`config.mk`:
```
export PLATFORM = sky130hd
export DESIGN_NAME = uart_tx_arbiter
export DESIGN_NICKNAME = d
export VERILOG_FILES = /design/src/rtl/uart_tx_arbiter.sv
export SDC_FILE = /design/constraint.sdc
export NUM_CORES = 1
export LEC_CHECK = 0
export CELL_PAD_IN_SITES_DETAIL_PLACEMENT = 1
export CELL_PAD_IN_SITES_GLOBAL_PLACEMENT = 1
export CORE_UTILIZATION = 40
export DETAILED_ROUTE_END_ITERATION = 8
export PLACE_DENSITY = 0.95
export SLEW_MARGIN = 20
export SYNTH_ARGS = -nofsm -noshare
export SYNTH_HDL_FRONTEND = slang
export SYNTH_SLANG_ARGS = --single-unit
```
`constraint.sdc`:
```
create_clock -name clk -period 7.4 [get_ports clk]
set_input_delay 0.74 -clock clk [delete_from_list [all_inputs] [get_ports clk]]
set_output_delay 0.74 -clock clk [all_outputs]
set_load 0.02 [all_outputs]
```
`src/rtl/uart_tx_arbiter.sv`:
```
// uart_tx_arbiter
// ----------------------------------------------------------------------------
// Shares a single txuart transmitter between NREQ byte-stream requesters.
// One byte is accepted per UART frame: the accept loads tx_data, a one-cycle
// tx_send pulse follows, and the block then waits for txuart ready to return
// before it arbitrates again. Arbitration is round-robin, starting one past
// the last accepted requester. With LOCK_PACKETS=1 the grant stays with one
// requester until it delivers a byte flagged req_last. A lock whose owner
// stalls for LOCK_TIMEOUT idle cycles is force-released with a lock_err pulse.
//
// Ports
//   clk        in   clock
//   rst        in   synchronous, active-low reset
//   req_valid  in   [NREQ-1:0]   per-requester byte valid
//   req_data   in   [8*NREQ-1:0] byte of requester i in bits [8i+7:8i]
//   req_last   in   [NREQ-1:0]   byte ends a packet
//   req_ready  out  [NREQ-1:0]   one-hot accept strobe (combinational)
//   tx_data    out  [7:0]        byte to txuart.data (registered)
//   tx_send    out               one-cycle send pulse to txuart (registered)
//   tx_ready   in                txuart.ready
//   owner      out  [$clog2(NREQ)-1:0] last accepted requester
//   locked     out               a packet lock is held
//   lock_err   out               one-cycle pulse on timeout release
//   busy       out               FSM is not idle
// ----------------------------------------------------------------------------
module uart_tx_arbiter #(
  parameter int          NREQ         = 4,
  parameter int          LOCK_PACKETS = 1,
  parameter logic [15:0] LOCK_TIMEOUT = 16'd50000
) (
  input  logic                      clk,
  input  logic                      rst,
  input  logic [NREQ-1:0]           req_valid,
  input  logic [8*NREQ-1:0]         req_data,
  input  logic [NREQ-1:0]           req_last,
  output logic [NREQ-1:0]           req_ready,
  output logic [7:0]                tx_data,
  output logic                      tx_send,
  input  logic                      tx_ready,
  output logic [$clog2(NREQ)-1:0]   owner,
  output logic                      locked,
  output logic                      lock_err,
  output logic                      busy
);

  localparam int OW = $clog2(NREQ);
  localparam int IW = OW + 1;
  localparam logic [IW-1:0] NREQ_W = IW'(NREQ);

  typedef enum logic [1:0] {
    S_IDLE = 2'b00,
    S_SEND = 2'b01,
    S_WAIT = 2'b10
  } state_t;

  // Round-robin pick: returns {found, index}. The scan runs from the farthest
  // position back to owner+1 so the closest valid candidate is written last.
  function automatic logic [IW-1:0] rr_pick(input logic [NREQ-1:0] cand,
                                            input logic [OW-1:0]   last_idx);
    logic [IW-1:0] res;
    logic [IW-1:0] idx;
    res = '0;
    for (int i = NREQ; i >= 1; i--) begin
      idx = {1'b0, last_idx} + IW'(i);
      if (idx >= NREQ_W) begin
        idx = idx - NREQ_W;
      end else begin
        idx = idx;
      end
      if (cand[idx[OW-1:0]]) begin
        res = {1'b1, idx[OW-1:0]};
      end else begin
        res = res;
      end
    end
    return res;
  endfunction

  state_t          state_q, state_d;
  logic [7:0]      tx_data_q, tx_data_d;
  logic            tx_send_q, tx_send_d;
  logic [OW-1:0]   owner_q, owner_d;
  logic            locked_q, locked_d;
  logic            busy_q, busy_d;
  logic [15:0]     cnt_q, cnt_d;

  logic [NREQ-1:0] owner_mask_s;
  logic [NREQ-1:0] cand_s;
  logic [IW-1:0]   pick_s;
  logic [OW-1:0]   win_s;
  logic            accept_s;
  logic            stall_s;
  logic            hit_s;
  logic [NREQ-1:0] req_ready_s;
  logic            lock_err_s;

  // Candidate set and round-robin winner.
  always_comb begin
    owner_mask_s = NREQ'(1) << owner_q;
    if (locked_q) begin
      cand_s = req_valid & owner_mask_s;
    end else begin
      cand_s = req_valid;
    end
    pick_s   = rr_pick(cand_s, owner_q);
    win_s    = pick_s[OW-1:0];
    accept_s = (state_q == S_IDLE) && tx_ready && pick_s[OW];
    // A locked owner with nothing to send while the UART is free is stalling.
    stall_s  = locked_q && tx_ready && !req_valid[owner_q];
    hit_s    = (LOCK_TIMEOUT != 16'd0) && locked_q && (cnt_q == LOCK_TIMEOUT);
  end

  // Next-state logic for the FSM, lock and timeout counter.
  always_comb begin
    state_d     = state_q;
    tx_data_d   = tx_data_q;
    owner_d     = owner_q;
    locked_d    = locked_q;
    cnt_d       = cnt_q;
    req_ready_s = '0;
    lock_err_s  = 1'b0;

    case (state_q)
      S_IDLE: begin
        // An accept takes priority over a timeout landing in the same cycle.
        if (accept_s) begin
          req_ready_s = NREQ'(1) << win_s;
          tx_data_d   = req_data[{win_s, 3'b000} +: 8];
          owner_d     = win_s;
          locked_d    = (LOCK_PACKETS != 0) && !req_last[win_s];
          cnt_d       = 16'd0;
          state_d     = S_SEND;
        end else if (hit_s) begin
          locked_d   = 1'b0;
          cnt_d      = 16'd0;
          lock_err_s = 1'b1;
        end else if (stall_s) begin
          cnt_d = cnt_q + 16'd1;
        end else begin
          cnt_d = cnt_q;
        end
      end
      S_SEND: begin
        state_d = S_WAIT;
      end
      S_WAIT: begin
        if (tx_ready) begin
          state_d = S_IDLE;
        end else begin
          state_d = S_WAIT;
        end
      end
      default: begin
        state_d = S_IDLE;
      end
    endcase

    if (!locked_q) begin
      cnt_d = 16'd0;
    end else begin
      cnt_d = cnt_d;
    end

    tx_send_d = (state_d == S_SEND);
    busy_d    = (state_d != S_IDLE);
  end

  // State and output registers with synchronous active-low reset.
  always_ff @(posedge clk) begin
    if (!rst) begin
      state_q   <= S_IDLE;
      tx_data_q <= 8'h00;
      tx_send_q <= 1'b0;
      owner_q   <= OW'(NREQ - 1);
      locked_q  <= 1'b0;
      busy_q    <= 1'b0;
      cnt_q     <= 16'd0;
    end else begin
      state_q   <= state_d;
      tx_data_q <= tx_data_d;
      tx_send_q <= tx_send_d;
      owner_q   <= owner_d;
      locked_q  <= locked_d;
      busy_q    <= busy_d;
      cnt_q     <= cnt_d;
    end
  end

  // The accept strobe and the timeout pulse are forced low while in reset.
  assign req_ready = rst ? req_ready_s : '0;
  assign lock_err  = rst & lock_err_s;
  assign tx_data   = tx_data_q;
  assign tx_send   = tx_send_q;
  assign owner     = owner_q;
  assign locked    = locked_q;
  assign busy      = busy_q;

endmodule

```
## Word level (Yosys, flattened, before mapping)

Index checks and enable logic that the tools add are counted.

- Equal/unequal tests: 4
- Add/sub/neg operators: 9
- Reduce and logical (&&, ||, !) cells: 15
- Shift operators: 3
- $lt $le $gt $ge: 10
- Multiplexer cells: 35
- Div/mod/pow operators: 0
- Multiply operators: 0
- Bitwise logic cells: 2

Operator list:

| cell | count |
|---|---|
| $mux W16 | 3 |
| $shiftx A32 B6 Y8 | 1 |
| $lt A2 B3 Y1 const B | 6 |
| $add A16 B1 Y16 const B | 1 |
| $eq A16 B16 Y1 const B | 1 |
| $mux W4 | 4 |
| $bmux W1 S2 | 6 |
| $ge A3 B3 Y1 const B | 4 |
| $mux W2 | 6 |
| $mux W3 | 4 |
| $mux W1 | 11 |
| $reduce_and A2 Y1 | 4 |
| $shl A1 B2 Y4 const A | 2 |
| $sub A2 B1 Y2 const B | 4 |
| $add A2 B2 Y3 const B | 2 |
| $pmux W2 S3 | 1 |
| $logic_and A1 B1 Y1 | 5 |
| $and A4 B4 Y4 | 1 |
| $eq A2 B1 Y1 const B | 2 |
| $reduce_bool A2 Y1 | 2 |
| $add A2 B1 Y3 const B | 1 |
| $add A2 B3 Y3 const B | 1 |
| $reduce_bool A3 Y1 | 1 |
| $eq A2 B2 Y1 const B | 1 |
| other kinds (3) | 4 |

- Output and inout bits: 18
- Memories: 0
- RAM bits: 0
- Register bits: 31
- ROM bits: 0
- Latch bits: 0

## Logic depth before layout (Yosys ltp)

- Depth after elaboration: 13
- Depth in mapped cells: 12
- Depth with buffers taken out: 9

## Worst setup path after synthesis

No wires, ideal clock.

- Kind: register -> output
- Start: register owner_q[0] (netlist: owner[0])
- End: output req_ready[2]
- Arrival: 2.814 ns
- Setup slack: 3.846 ns
- Data required time: 6.660 ns
- Stages on the path, launching flop included: 11
- Cells stage by stage: dfxtp_1 > buf_6 > inv_2 > clkbuf_1 > ha_1 > nor2b_1 > o32ai_2 > mux2i_1 > a21oi_1 > mux2i_1 > nor3_1

- Longest elaborated chain between the ends: 13
- Elaborated cells between the ends (all ways): 36

RTL lines:

| item | line | RTL |
|---|---|---|
| from (decl) | 82 | `logic [OW-1:0] owner_q, owner_d;` |
| from (signal assigned) | 174 | `owner_q <= OW'(NREQ - 1);` |
| from (signal assigned) | 182 | `owner_q <= owner_d;` |
| $add A2 B3 Y3 or $shl A1 B2 Y4 (tied branches) | 64, 99 |  |
| $ge A3 B3 Y1, or another cell as far along | 65 | `if (idx >= NREQ_W) begin` |
| $mux W2 or $mux W4 (tied branches) | 65, 100 |  |
| $bmux W1 S2 | 70 | `if (cand[idx[OW-1:0]]) begin` |
| $mux W1 (implied by the code) | 70 |  |
| $mux W3 (3 in a row) | 70 |  |
| $mux W3 (*) | 70 |  |
| $shl A1 B2 Y4 or $logic_and A1 B1 Y1 (tied branches) | 127, 107 |  |
| $mux W4 (*) | 126 | `if (accept_s) begin` |
| $mux W4 (*) | 123 | `case (state_q)` |
| $mux W4 (*) | 190 | `assign req_ready = rst ? req_ready_s : '0;` |
| to (decl) | 36 | `output logic [NREQ-1:0] req_ready,` |

Every way passes the cells marked *; elsewhere a longest branch is shown, timed or not. The select of a mux whose other input is x is not followed.

## Worst setup path after layout

- Start: input req_valid[3]
- End: output req_ready[2]

- Longest elaborated chain between the ends: 12
- Elaborated cells between the ends (all ways): 19

RTL lines:

| item | line | RTL |
|---|---|---|
| from (decl) | 33 | `input logic [NREQ-1:0] req_valid,` |
| $and A4 B4 Y4 | 101 | `cand_s = req_valid & owner_mask_s;` |
| $mux W4 (*) | 100 | `if (locked_q) begin` |
| $bmux W1 S2 | 70 |  |
| $mux W1 (implied by the code) | 70 |  |
| $mux W3 (3 in a row) | 70 |  |
| $mux W3 (*) | 70 |  |
| $shl A1 B2 Y4 or $logic_and A1 B1 Y1 (tied branches) | 127, 107 |  |
| $mux W4 (*) | 126 |  |
| $mux W4 (*) | 123 |  |
| $mux W4 (*) | 190 |  |

Marks and branches as above.

==> out/qor.txt <==
synth warn: 0
Final setup violation count: 0
crit path kind: input pin to output port
hold path start: cnt_q[9]
Non-Filler Instances: 445
IO Count: 61
R2R Path Start: owner[0]
Hold Slack: 0.498 ns
Tcrit/Tclk final: 63.8%
largest net degree at the start of global routing: 37
hold buffers post-CTS: 0
synthesized flop and latch total: 31
Worst Hold Class: flop to flop
die width: 82.3 um
clk_lat worst skew: 0.28 ns
post-cts sizing count: 0
Synth Flop Type: dfxtp_1
Worst Slack Setup Final: 2.68 ns
Max clock buf depth: 2
max_slew headroom: 51.0%
maximum VDD drop: 0.162 mV
CTS tree: yes
Routability Congestion: 0.842
crit path launch: req_valid[3]
crit-path most repeated cell: clkdlybuf4s50_1
fin. max-slew vios: 0
Cells after Synth: 319
detailed-route wire length: 8.91 mm
Seq/Total Area, Yosys: 24.0%
IO buf count: 60
commonest non-fill, non-tap cell in the layout: clkdlybuf4s50_1
Net Sw Frac: 46.6%
Worst Max-Slew Pin Slew: 0.720 ns
post-route ant nets: 0
Clock power frac: 16.4%
RSZ-0062 raised after global routing: no
share of the synthesized area in the top cell type: 24.0%
Psw: 0.000425 W
WL/cell: 20.0 um
status: complete, no violations
# rows: 28
worst path required time: 6.66 ns
MaxCap Viol Count: 0
Via Count: 2969
leakage power total: 1.17 nW
top cells by area, synth: dfxtp_1 (24%), o221ai_1 (7.5%), a2111oi_0 (5.4%)
synthesized cell area: 2580 um2
Cell Pwr Density: 277 nW/um2
grt ovf: 0
setup total negative slack: 0 ns
Final nets: 418
Die Ht: 82.3 um
Synth Net Count: 368
vias in the first global route: 2903
Setup crit end kind: output port
Syn Area/Cell: 8.09 um2
dpl ws: 2.58 ns
Vias/cell: 6.67
critical path startpoint category: input pin
HPWL Detailed: 6.28 mm
ys async rst share: 0%
setup bufs post-CTS: 0
drc violations: 0
Int Power: 0.000487 W
CTS root buffer: clkbuf_8
Initial DRC Count: 224
Max stage delay cell, worst path: clkdlybuf4s50_1
die area: 6780 um2
clk_skew: 0.00282 ns
total CTS buffers: 5
H-tree levels: 2
area of the core: 6060 um2
antenna violations before repair: 0
first-pass GRT wire length: 14.0 mm
Gate power share: 60.9%
post-route cell area: 3300 um2
share of cells above drive strength 1: 7.03%
post-route minimum period: 4.72 ns
worst endpoint data arrival time: 3.98 ns
Final Hold Viols: 0
Yosys cell types: 61
Post-synth EDFFs: 0
leading area contributor after synthesis: dfxtp_1
most frequent cells in the layout: clkdlybuf4s50_1 (60), nor2_1 (36), dfxtp_1 (31), o221ai_1 (22), nand2_1 (21)
GRT Total Usage: 27.1%
initial core utilization: 42.6%
DP Cell Count: 437
crit path cell chain: clkdlybuf4s50_1 > inv_1 > o32ai_2 > mux2i_2 > a21oi_1 > mux2i_1 > nor3_1 > clkdlybuf4s50_1
dpl cell area: 3190 um2
CP max FO: 17
Flop pwr share: 22.8%
Synth-to-Final Area Change: 27.7%
CTS sink cnt: 31
worst reg-to-reg setup slack: 4.04 ns
Pre-antenna DRT Iters: 5
crit-path max cell delay: 0.63 ns
CTS clk-pin slew, worst paths: 0.06 ns
n_diodes: 0
fmax: 212 MHz
## per-stage QoR
step	total power (W)	util, %
final	0.000912	54.4
after global routing	0.000962	54.4
after CTS	0.000902	54.3
after detailed placement	0.000746	52.7
after global placement	0.000728	52.7
after floorplan	0.000589	-
## Yosys cell counts (4+ instances only)
master,instances
nor2_1,36
dfxtp_1,31
o221ai_1,22
nand2_1,21
a21oi_1,19
o21ai_0,17
a2111oi_0,16
mux2i_1,14
clkbuf_1,9
inv_1,9
a221o_1,8
a211oi_1,7
buf_2,7
nor2b_1,7
nor3_1,7
ha_1,6
nand4_1,6
xor2_1,5
nand2b_1,4
nand3_1,4
nor3b_1,4
## worst max-delay path, delay by kind of cell
family	cells	cell delay, ns
multiplexers	2	0.66
buffers and inverters	3	1.23
AND/OR/NAND/NOR	1	0.23
AO/OA/AOI/OAI	2	1.11
## logic make-up after synthesis
logic type	count (synthesis)	synth area share, %
AO/OA/AOI/OAI	119	35.7
XOR/XNOR	6	2.04
adder cells (fa/ha/maj)	6	2.91
buffers and inverters	29	5.28
flip-flops	31	24.0
multiplexers	16	7.17
AND/OR/NAND/NOR	112	22.9
## state kept, by name, summed over array words and instances, names as in the netlist
name     count
tx_send      1
busy         1
tx_data      8
cnt_q       16
locked       1
owner        2
state_q      2
## path summary, 6_finish.rpt
check	cells past startpoint	to
hold / removal	1	cnt_q[9]
setup / recovery	8	req_ready[2]
hold reg to reg	1	cnt_q[9]
setup reg to reg	9	locked
## power by group through the flow
stage	Clock, W	Combinational, W	Sequential, W
2_1_floorplan	0	0.000360	0.000229
5_1_grt	0.000159	0.000594	0.000210
3_5_place_dp	0	0.000535	0.000210
6_report	0.000149	0.000555	0.000208
4_1_cts	0.000152	0.000543	0.000207
3_3_place_gp	0	0.000519	0.000209
## cell type report
type,instances,area (um2)
clock buffers,8,100
fillers,741,2770
inverters,10,37.5
multi-input cells,259,1830
flip-flops and latches,31,621
well taps,75,93.8
repair buffers,62,616
## per-layer routing
layer | global-route usage (%) | up-vias | wire (um)
met3 | 4.18 | 29 | 599
met1 | 35.6 | 1452 | 3980
li1 | - | 1356 | -
met4 | 10.9 | 0 | 217
met5 | 0 | - | 0
met2 | 44.1 | 132 | 4120
(Power assumes the default switching activity.)
